## config.mk

```make
export PLATFORM = sky130hd
export DESIGN_NAME = weight_fetch_ctrl
export DESIGN_NICKNAME = d
export VERILOG_FILES = /design/src/rtl/weight_fetch_ctrl.sv
export SDC_FILE = /design/constraint.sdc
export NUM_CORES = 1
export LEC_CHECK = 0
export ABC_CLOCK_PERIOD_IN_PS = 7700
export CAP_MARGIN = 20
export CORE_MARGIN = 3
export CORE_UTILIZATION = 40
export DETAILED_ROUTE_END_ITERATION = 6
export HOLD_SLACK_MARGIN = 0.05
export MAX_ROUTING_LAYER = met4
export PLACE_DENSITY = 0.66
export SLEW_MARGIN = 15
export SYNTH_ARGS = -nofsm -noshare
export SYNTH_HDL_FRONTEND = slang
export SYNTH_SLANG_ARGS = --single-unit
```

## constraint.sdc

```tcl
create_clock -name clk -period 7.7 [get_ports clk]
set_clock_uncertainty 0.1 [all_clocks]
set_input_delay 1.925 -clock clk [delete_from_list [all_inputs] [get_ports clk]]
set_output_delay 1.925 -clock clk [all_outputs]
set_load 0.01 [all_outputs]
```

## src/rtl/weight_fetch_ctrl.sv

```systemverilog
// Weight fetch controller: clears the loader, then streams one kernel set from weight memory onto AXI-Stream.
// Optional feature macro: WEIGHT_FETCH_ABORT_EN adds an abort input that cancels a load in CLEAR/STREAM.
module weight_fetch_ctrl #(
    parameter int KERNEL_SIZE  = 16,
    parameter int WEIGHT_WIDTH = 8,
    parameter int BUS_WIDTH    = 32,
    parameter int NUM_KERNELS  = 4,
    parameter int ADDR_WIDTH   = 10
) (
    input  logic                    clk,
    input  logic                    rstn,
    input  logic                    start,
    input  logic [(NUM_KERNELS > 1 ? $clog2(NUM_KERNELS) : 1)-1:0] kernel_sel,
`ifdef WEIGHT_FETCH_ABORT_EN
    input  logic                    abort,
`endif
    output logic                    mem_rd_en,
    output logic [ADDR_WIDTH-1:0]   mem_addr,
    input  logic [BUS_WIDTH-1:0]    mem_rd_data,
    output logic                    ld_rstn,
    output logic [BUS_WIDTH-1:0]    m_axis_tdata,
    output logic                    m_axis_tvalid,
    input  logic                    m_axis_tready,
    output logic                    busy,
    output logic                    done,
    output logic                    start_err
);

    localparam int NUM_TRANSFERS = (KERNEL_SIZE * KERNEL_SIZE * WEIGHT_WIDTH + BUS_WIDTH - 1) / BUS_WIDTH;
    localparam int CNT_W         = $clog2(NUM_TRANSFERS + 1);

    if (NUM_KERNELS * NUM_TRANSFERS > (1 << ADDR_WIDTH)) begin : g_addr_overflow
        $error("weight_fetch_ctrl: NUM_KERNELS*NUM_TRANSFERS exceeds the ADDR_WIDTH address space");
    end

    typedef enum logic [1:0] {IDLE, CLEAR, STREAM, DONE} state_t;

    state_t                state, state_nxt;
    logic [ADDR_WIDTH-1:0] base;
    logic [CNT_W-1:0]      rd_cnt;
    logic [CNT_W-1:0]      beat_cnt;
    logic                  inflight;
    logic [BUS_WIDTH-1:0]  fifo_mem [2];
    logic                  wr_ptr, rd_ptr;
    logic [1:0]            fifo_cnt;
    logic [2:0]            occ;
    logic                  push, pop, last_beat;
    logic                  abort_hit, abort_clr;

`ifdef WEIGHT_FETCH_ABORT_EN
    assign abort_hit = abort && (state == CLEAR || state == STREAM);
`else
    assign abort_hit = 1'b0;
`endif

    assign m_axis_tvalid = rstn && (fifo_cnt != 2'd0);
    assign m_axis_tdata  = fifo_mem[rd_ptr];
    assign pop           = m_axis_tvalid && m_axis_tready;
    assign push          = inflight;
    assign last_beat     = pop && (beat_cnt == CNT_W'(NUM_TRANSFERS - 1));
    assign mem_addr      = base + ADDR_WIDTH'(rd_cnt);

    // The entry leaving this cycle frees its slot, which is what allows 1 beat/cycle.
    assign occ = {1'b0, fifo_cnt} - {2'b0, pop} + {2'b0, inflight};

    always_ff @(posedge clk) begin
        if (!rstn) state <= IDLE;
        else       state <= state_nxt;
    end

    always_comb begin
        state_nxt = state;
        case (state)
            IDLE:    if (start) state_nxt = CLEAR;
            CLEAR:   state_nxt = abort_hit ? IDLE : STREAM;
            STREAM:  if (abort_hit)      state_nxt = IDLE;
                     else if (last_beat) state_nxt = DONE;
            DONE:    state_nxt = IDLE;
            default: state_nxt = IDLE;
        endcase
    end

    always_comb begin
        mem_rd_en = 1'b0;
        ld_rstn   = 1'b0;
        busy      = 1'b0;
        done      = 1'b0;
        if (rstn) begin
            ld_rstn   = (state != CLEAR) && !abort_clr;
            busy      = (state != IDLE);
            done      = (state == DONE);
            mem_rd_en = (state == STREAM) && !abort_hit &&
                        (rd_cnt < CNT_W'(NUM_TRANSFERS)) && (occ < 3'd2);
        end
    end

    always_ff @(posedge clk) begin
        if (!rstn) begin
            base      <= '0;
            rd_cnt    <= '0;
            beat_cnt  <= '0;
            inflight  <= 1'b0;
            wr_ptr    <= 1'b0;
            rd_ptr    <= 1'b0;
            fifo_cnt  <= 2'd0;
            start_err <= 1'b0;
            abort_clr <= 1'b0;
        end else begin
            start_err <= start && (state != IDLE);
            abort_clr <= abort_hit;
            if (state == IDLE && start) begin
                base     <= ADDR_WIDTH'((int'(kernel_sel) % NUM_KERNELS) * NUM_TRANSFERS);
                rd_cnt   <= '0;
                beat_cnt <= '0;
            end
            if (abort_hit) begin
                inflight <= 1'b0;
                wr_ptr   <= 1'b0;
                rd_ptr   <= 1'b0;
                fifo_cnt <= 2'd0;
            end else begin
                inflight <= mem_rd_en;
                if (mem_rd_en) rd_cnt <= rd_cnt + 1'b1;
                if (pop) begin
                    beat_cnt <= beat_cnt + 1'b1;
                    rd_ptr   <= ~rd_ptr;
                end
                if (push) wr_ptr <= ~wr_ptr;
                fifo_cnt <= fifo_cnt + {1'b0, push} - {1'b0, pop};
            end
        end
    end

    always_ff @(posedge clk) begin
        if (push) fifo_mem[wr_ptr] <= mem_rd_data;
    end

endmodule

```

Yosys cells after proc, flatten, opt, wreduce, memory -nomap -nowiden
Memories as Yosys holds them, arrays and structs flattened. A register that Yosys moved wholly into a read port is not among the register bits.
Index checks and enable logic that the tools add are counted.

word-level totals
  flip-flop bits (word level) = 24
  latch bits = 0
  RAM bits = 64
  bits in read-only memories = 0
  bits of input ports = 38
  output and inout bits = 48
  word-level logic and storage cells = 55
  memories = 1

cells by class
  add/sub/neg operators = 7
  multiply operators = 0
  div/mod/pow operators = 0
  order comparisons = 2
  eq/ne operators = 7
  shift-type cells = 0
  multiplexer cells = 14
  bitwise operators = 2
  reductions and logical operators = 13

memories
  name      words  bits a word  read ports  clocked after Yosys merged registers in  wr ports  line  RTL
  fifo_mem  2      32           1           1                                        1         43    logic [BUS_WIDTH-1:0] fifo_mem [2];

operators by type and width
  kind                   number
  $mux W7                3
  $add A7 B1 Y7 const B  2
  $add A8 B7 Y9          1
  $mux W1                8
  $pmux W2 S4            1
  $reduce_bool A2 Y1     4
  $eq A7 B6 Y1 const B   1
  $logic_and A1 B1 Y1    7
  $lt A7 B7 Y1 const B   1
  $eq A2 B2 Y1 const B   2
  $mux W2                2
  $ne A2 B2 Y1 const B   2
  $add A3 B1 Y3          1
  $lt A3 B2 Y1 const B   1
  $sub A2 B1 Y3          1
  $add A2 B1 Y2          1
  $eq A2 B1 Y1 const B   1
  $logic_not A2 Y1       1
  $ne A2 B1 Y1 const B   1
  $not A1 Y1             2
  $reduce_and A2 Y1      1
  $sub A2 B1 Y2          1

Longest topological paths before layout
  word-level depth = 9
  mapped depth = 14
  mapped depth without buffers = 12

Worst setup path before layout
No wires, ideal clock.

  kind = in2out
  start = input rstn
  end = output mem_rd_en
  data arrival time = 3.801 ns
  data required time = 5.675 ns
  setup slack = 1.874 ns
  stages on the path = 12
  path buffers = 2
  cells stage by stage = buf_4 o211ai_2 inv_1 ha_1 inv_1 ha_1 inv_1 fa_1 nand4b_1 or2_1 buf_6 inv_6

between the ends
  longest elaborated chain between the ends = 7

RTL lines
  what                 line  RTL
  from (decl)          11    input logic rstn,
  $logic_and A1 B1 Y1  56    assign m_axis_tvalid = rstn && (fifo_cnt != 2'd0);
  $logic_and A1 B1 Y1  58    assign pop = m_axis_tvalid && m_axis_tready;
  named net pop        47    logic push, pop, last_beat;
  $sub A2 B1 Y3        64    assign occ = {1'b0, fifo_cnt} - {2'b0, pop} + {2'b0, inflight};
  $add A3 B1 Y3        64
  $lt A3 B2 Y1         93    (rd_cnt < CNT_W'(NUM_TRANSFERS)) && (occ < 3'd2);
  $logic_and A1 B1 Y1  93
  $mux W1              88    if (rstn) begin
  to (decl)            17    output logic mem_rd_en,

The timed path passes the listed nets, and every way through them passes these cells.

Worst setup path after layout
Same ends and word-level chain as after synthesis.

==> impl_metrics.json <==
{
  "power_leakage_nw": 1.67,
  "grt_first_pass_wirelength_um": 10500,
  "synth-main-ff-cell": "edfxtp_1",
  "die-area_um2": 10300,
  "rsz0062_at_grt": "false",
  "hp-start": "base[7]",
  "finalCritPeriodShare_pct": 92.8,
  "ctsHoldBuffers": 0,
  "hpwlAfterDp_um": 4290,
  "die_height_um": 102,
  "track_usage_pct": 13.4,
  "r2r_end": "rd_cnt[5]",
  "critPathLaunchType": "input port",
  "end_kind": "output pin",
  "synth.yosys.seq_area_share_pct": 66.3,
  "synth.cell_area_um2": 3650,
  "htreeDepth": 3,
  "total_power_w": 0.00118,
  "grt_max_degree": 34,
  "holdWs_ns": 0.386,
  "crit_fanout": 11,
  "rows": 34,
  "r2r_cells": 11,
  "antenna_found_initial": 0,
  "setup_viol": 0,
  "fmax_mhz": 140,
  "initial_core_util_pct": 41.5,
  "drt_iter0_markers": 44,
  "holdCritPathClass": "flop to flop",
  "synthToLayoutAreaGrowth_pct": 30.0,
  "avgSynthCellArea_um2": 14.5,
  "hold_violations": 0,
  "grt-ovfl-total": 0,
  "synth_top_family_by_area": "multiplexers",
  "worst_slew_pin_slew_ns": 0.965,
  "cts_resized": 0,
  "avgViaCountPerCell": 4.89,
  "ys_types": 42,
  "final_nets": 382,
  "vias": 2182,
  "dieWidth_um": 102,
  "synthArstFlopShare_pct": 0,
  "grt_pass1_vias": 2192,
  "numPortBuffers": 84,
  "worstReg2RegStart": "fifo_cnt[1]",
  "postRouteAntennaNets": 0,
  "syn_inst": 251,
  "clockRootBuffer": "clkbuf_8",
  "place_congestion": 0.847,
  "cp.arrival_ns": 5.12,
  "seqCellArea_um2": 2420,
  "status": "completed",
  "cts.clk_slew.worst_paths_ns": 0.08,
  "synthXorXnorAreaFrac_pct": 0.480,
  "synth-simple-area-share_pct": 8.50,
  "cts-buffers-inserted": 9,
  "core_area_um2": 8810,
  "hold_end": "base[7]",
  "max_cap_viol_count": 0,
  "final.fill_count": 777,
  "clock_latency_ns": 0.34,
  "reg2reg_slack_ns": 4.40,
  "synth_nets": 300,
  "synth-compound-area-share_pct": 6.24,
  "multi_input_area_um2": 1090,
  "clk_path_buf_depth": 2,
  "ys_warn_count": 0,
  "period_needed_ns": 7.14,
  "clock-sinks": 89,
  "vdd_drop_max_mv": 0.109,
  "path_class": "input port to output pin",
  "slew_viol_final": 0,
  "synth_edf_count": 64,
  "drt_pre_antenna_iters": 4,
  "wl_um": 6580,
  "holdPathStages": 2,
  "muxShareOfSynthArea_pct": 10.4,
  "ioPinCount": 86,
  "post-cts-setup-buffers": 0,
  "power_per_cell_area_nw_per_um2": 249,
  "synth-seq-cells": 89,
  "n_antenna_cell": 0,
  "fin_tns_setup_ns": 0,
  "synth-adder-area-share_pct": 3.98,
  "wl_per_cell_um": 14.7,
  "layout-drive-gt1-share_pct": 16.0,
  "drc": 0,
  "cts_tree": "done",
  "timing.slew.headroom_pct": 35.5,
  "cp.required_ns": 5.68
}
==> cell usage after synthesis (2+ instances only) <==
cell,count,area (um2)
nor2_1,6,22.5
inv_1,7,26.3
nand3_1,11,55.1
nand3b_1,2,15.0
dfxtp_1,25,500
buf_4,8,60.1
o211ai_1,2,15.0
a21oi_1,5,25.0
edfxtp_1,64,1920
and2_1,9,56.3
and3_1,3,18.8
o21ai_0,7,35.0
a21boi_1,4,30.0
mux2_1,2,22.5
buf_6,2,22.5
nor2b_1,7,43.8
mux2i_1,2,20.0
mux2_2,30,338
nand2_1,14,52.6
ha_1,10,125
buf_2,3,15.0
clkbuf_1,3,11.3
a21boi_0,5,37.5
o21a_1,2,15.0
==> where the power goes <==
part / internal [W] / switching (W)
registers: 0.000560 / 0.0000195
logic: 0.000149 / 0.000132
clock network: 0.000152 / 0.000167
==> per-stage QoR <==
stage / utilization [%] / instances / area (um2) / setup WS [ns]
final: 53.9 / 446 / 4750 / 0.556
after global routing: 53.9 / 446 / 4750 / 0.366
after floorplan: - / 251 / 3650 / 1.87
after detailed placement: 51.6 / 430 / 4550 / 0.591
after CTS: 53.9 / 446 / 4750 / 0.582
after global placement: 51.6 / 430 / 4550 / 0.645
==> layout by cell type, fill, tap and decap left out, drive strengths merged, types with 3 or more instances in the layout <==
master,synthesis,layout
a21boi,9,9
and2,9,9
mux2,32,32
nand2,14,14
inv,8,11
a21oi,5,5
clkdlybuf4s50,0,84
buf,13,3
ha,10,10
dfxtp,25,25
nor2b,7,7
clkbuf,3,9
and3,3,3
edfxtp,64,64
nor2,6,6
o21ai,7,7
o211ai,3,3
nand3,11,11
==> cell type report <==
type,instances,area share [%]
repair buffers,87,18.2
clock buffers,9,2.61
multi-input cells,138,23.0
flip-flops and latches,89,51.0
clock inverters,7,1.58
inverters,8,0.738
well taps,108,2.85
==> critical path: stages <==
cell	delay [ns]
clkdlybuf4s50_1	0.49
o211ai_2	0.24
inv_1	0.27
ha_1	0.27
inv_1	0.05
ha_1	0.12
inv_1	0.04
fa_1	0.50
nand4b_1	0.15
or2_1	0.39
inv_6	0.12
clkdlybuf4s50_1	0.54
==> how the worst max path moves through the flow <==
stage	startpoint	end	cells after the start
after floorplan	rstn	mem_rd_en	12
after global placement	rstn	mem_rd_en	12
after detailed placement	rstn	mem_rd_en	12
after CTS	rstn	mem_rd_en	12
after global routing	rstn	mem_rd_en	12
final	rstn	mem_rd_en	12
==> state kept, by name, indices dropped and copies added, names as in the netlist, named ones only <==
signal,cells
fifo_cnt,2
state,2
beat_cnt,7
wr_ptr,1
fifo_mem,64
rd_ptr,1
base,2
rd_cnt,7
start_err,1
inflight,1
==> routing by layer <==
layer / track usage (%) / vias up / share of wire [%]
met5: - / - / 0
met4: 3.99 / 0 / 1.1
met3: 3.44 / 7 / 5.2
met2: 20.5 / 62 / 46
met1: 17.7 / 1039 / 48
li1: - / 1074 / -
==> cell families after synthesis <==
family                   Yosys count
AND/OR/NAND/NOR                   58
buffers and inverters             24
AO/OA/AOI/OAI                     32
other                              1
XOR/XNOR                           2
adder cells (fa/ha/maj)           11
flip-flops                        89
multiplexers                      34
Power figures use the tool's default switching activity.
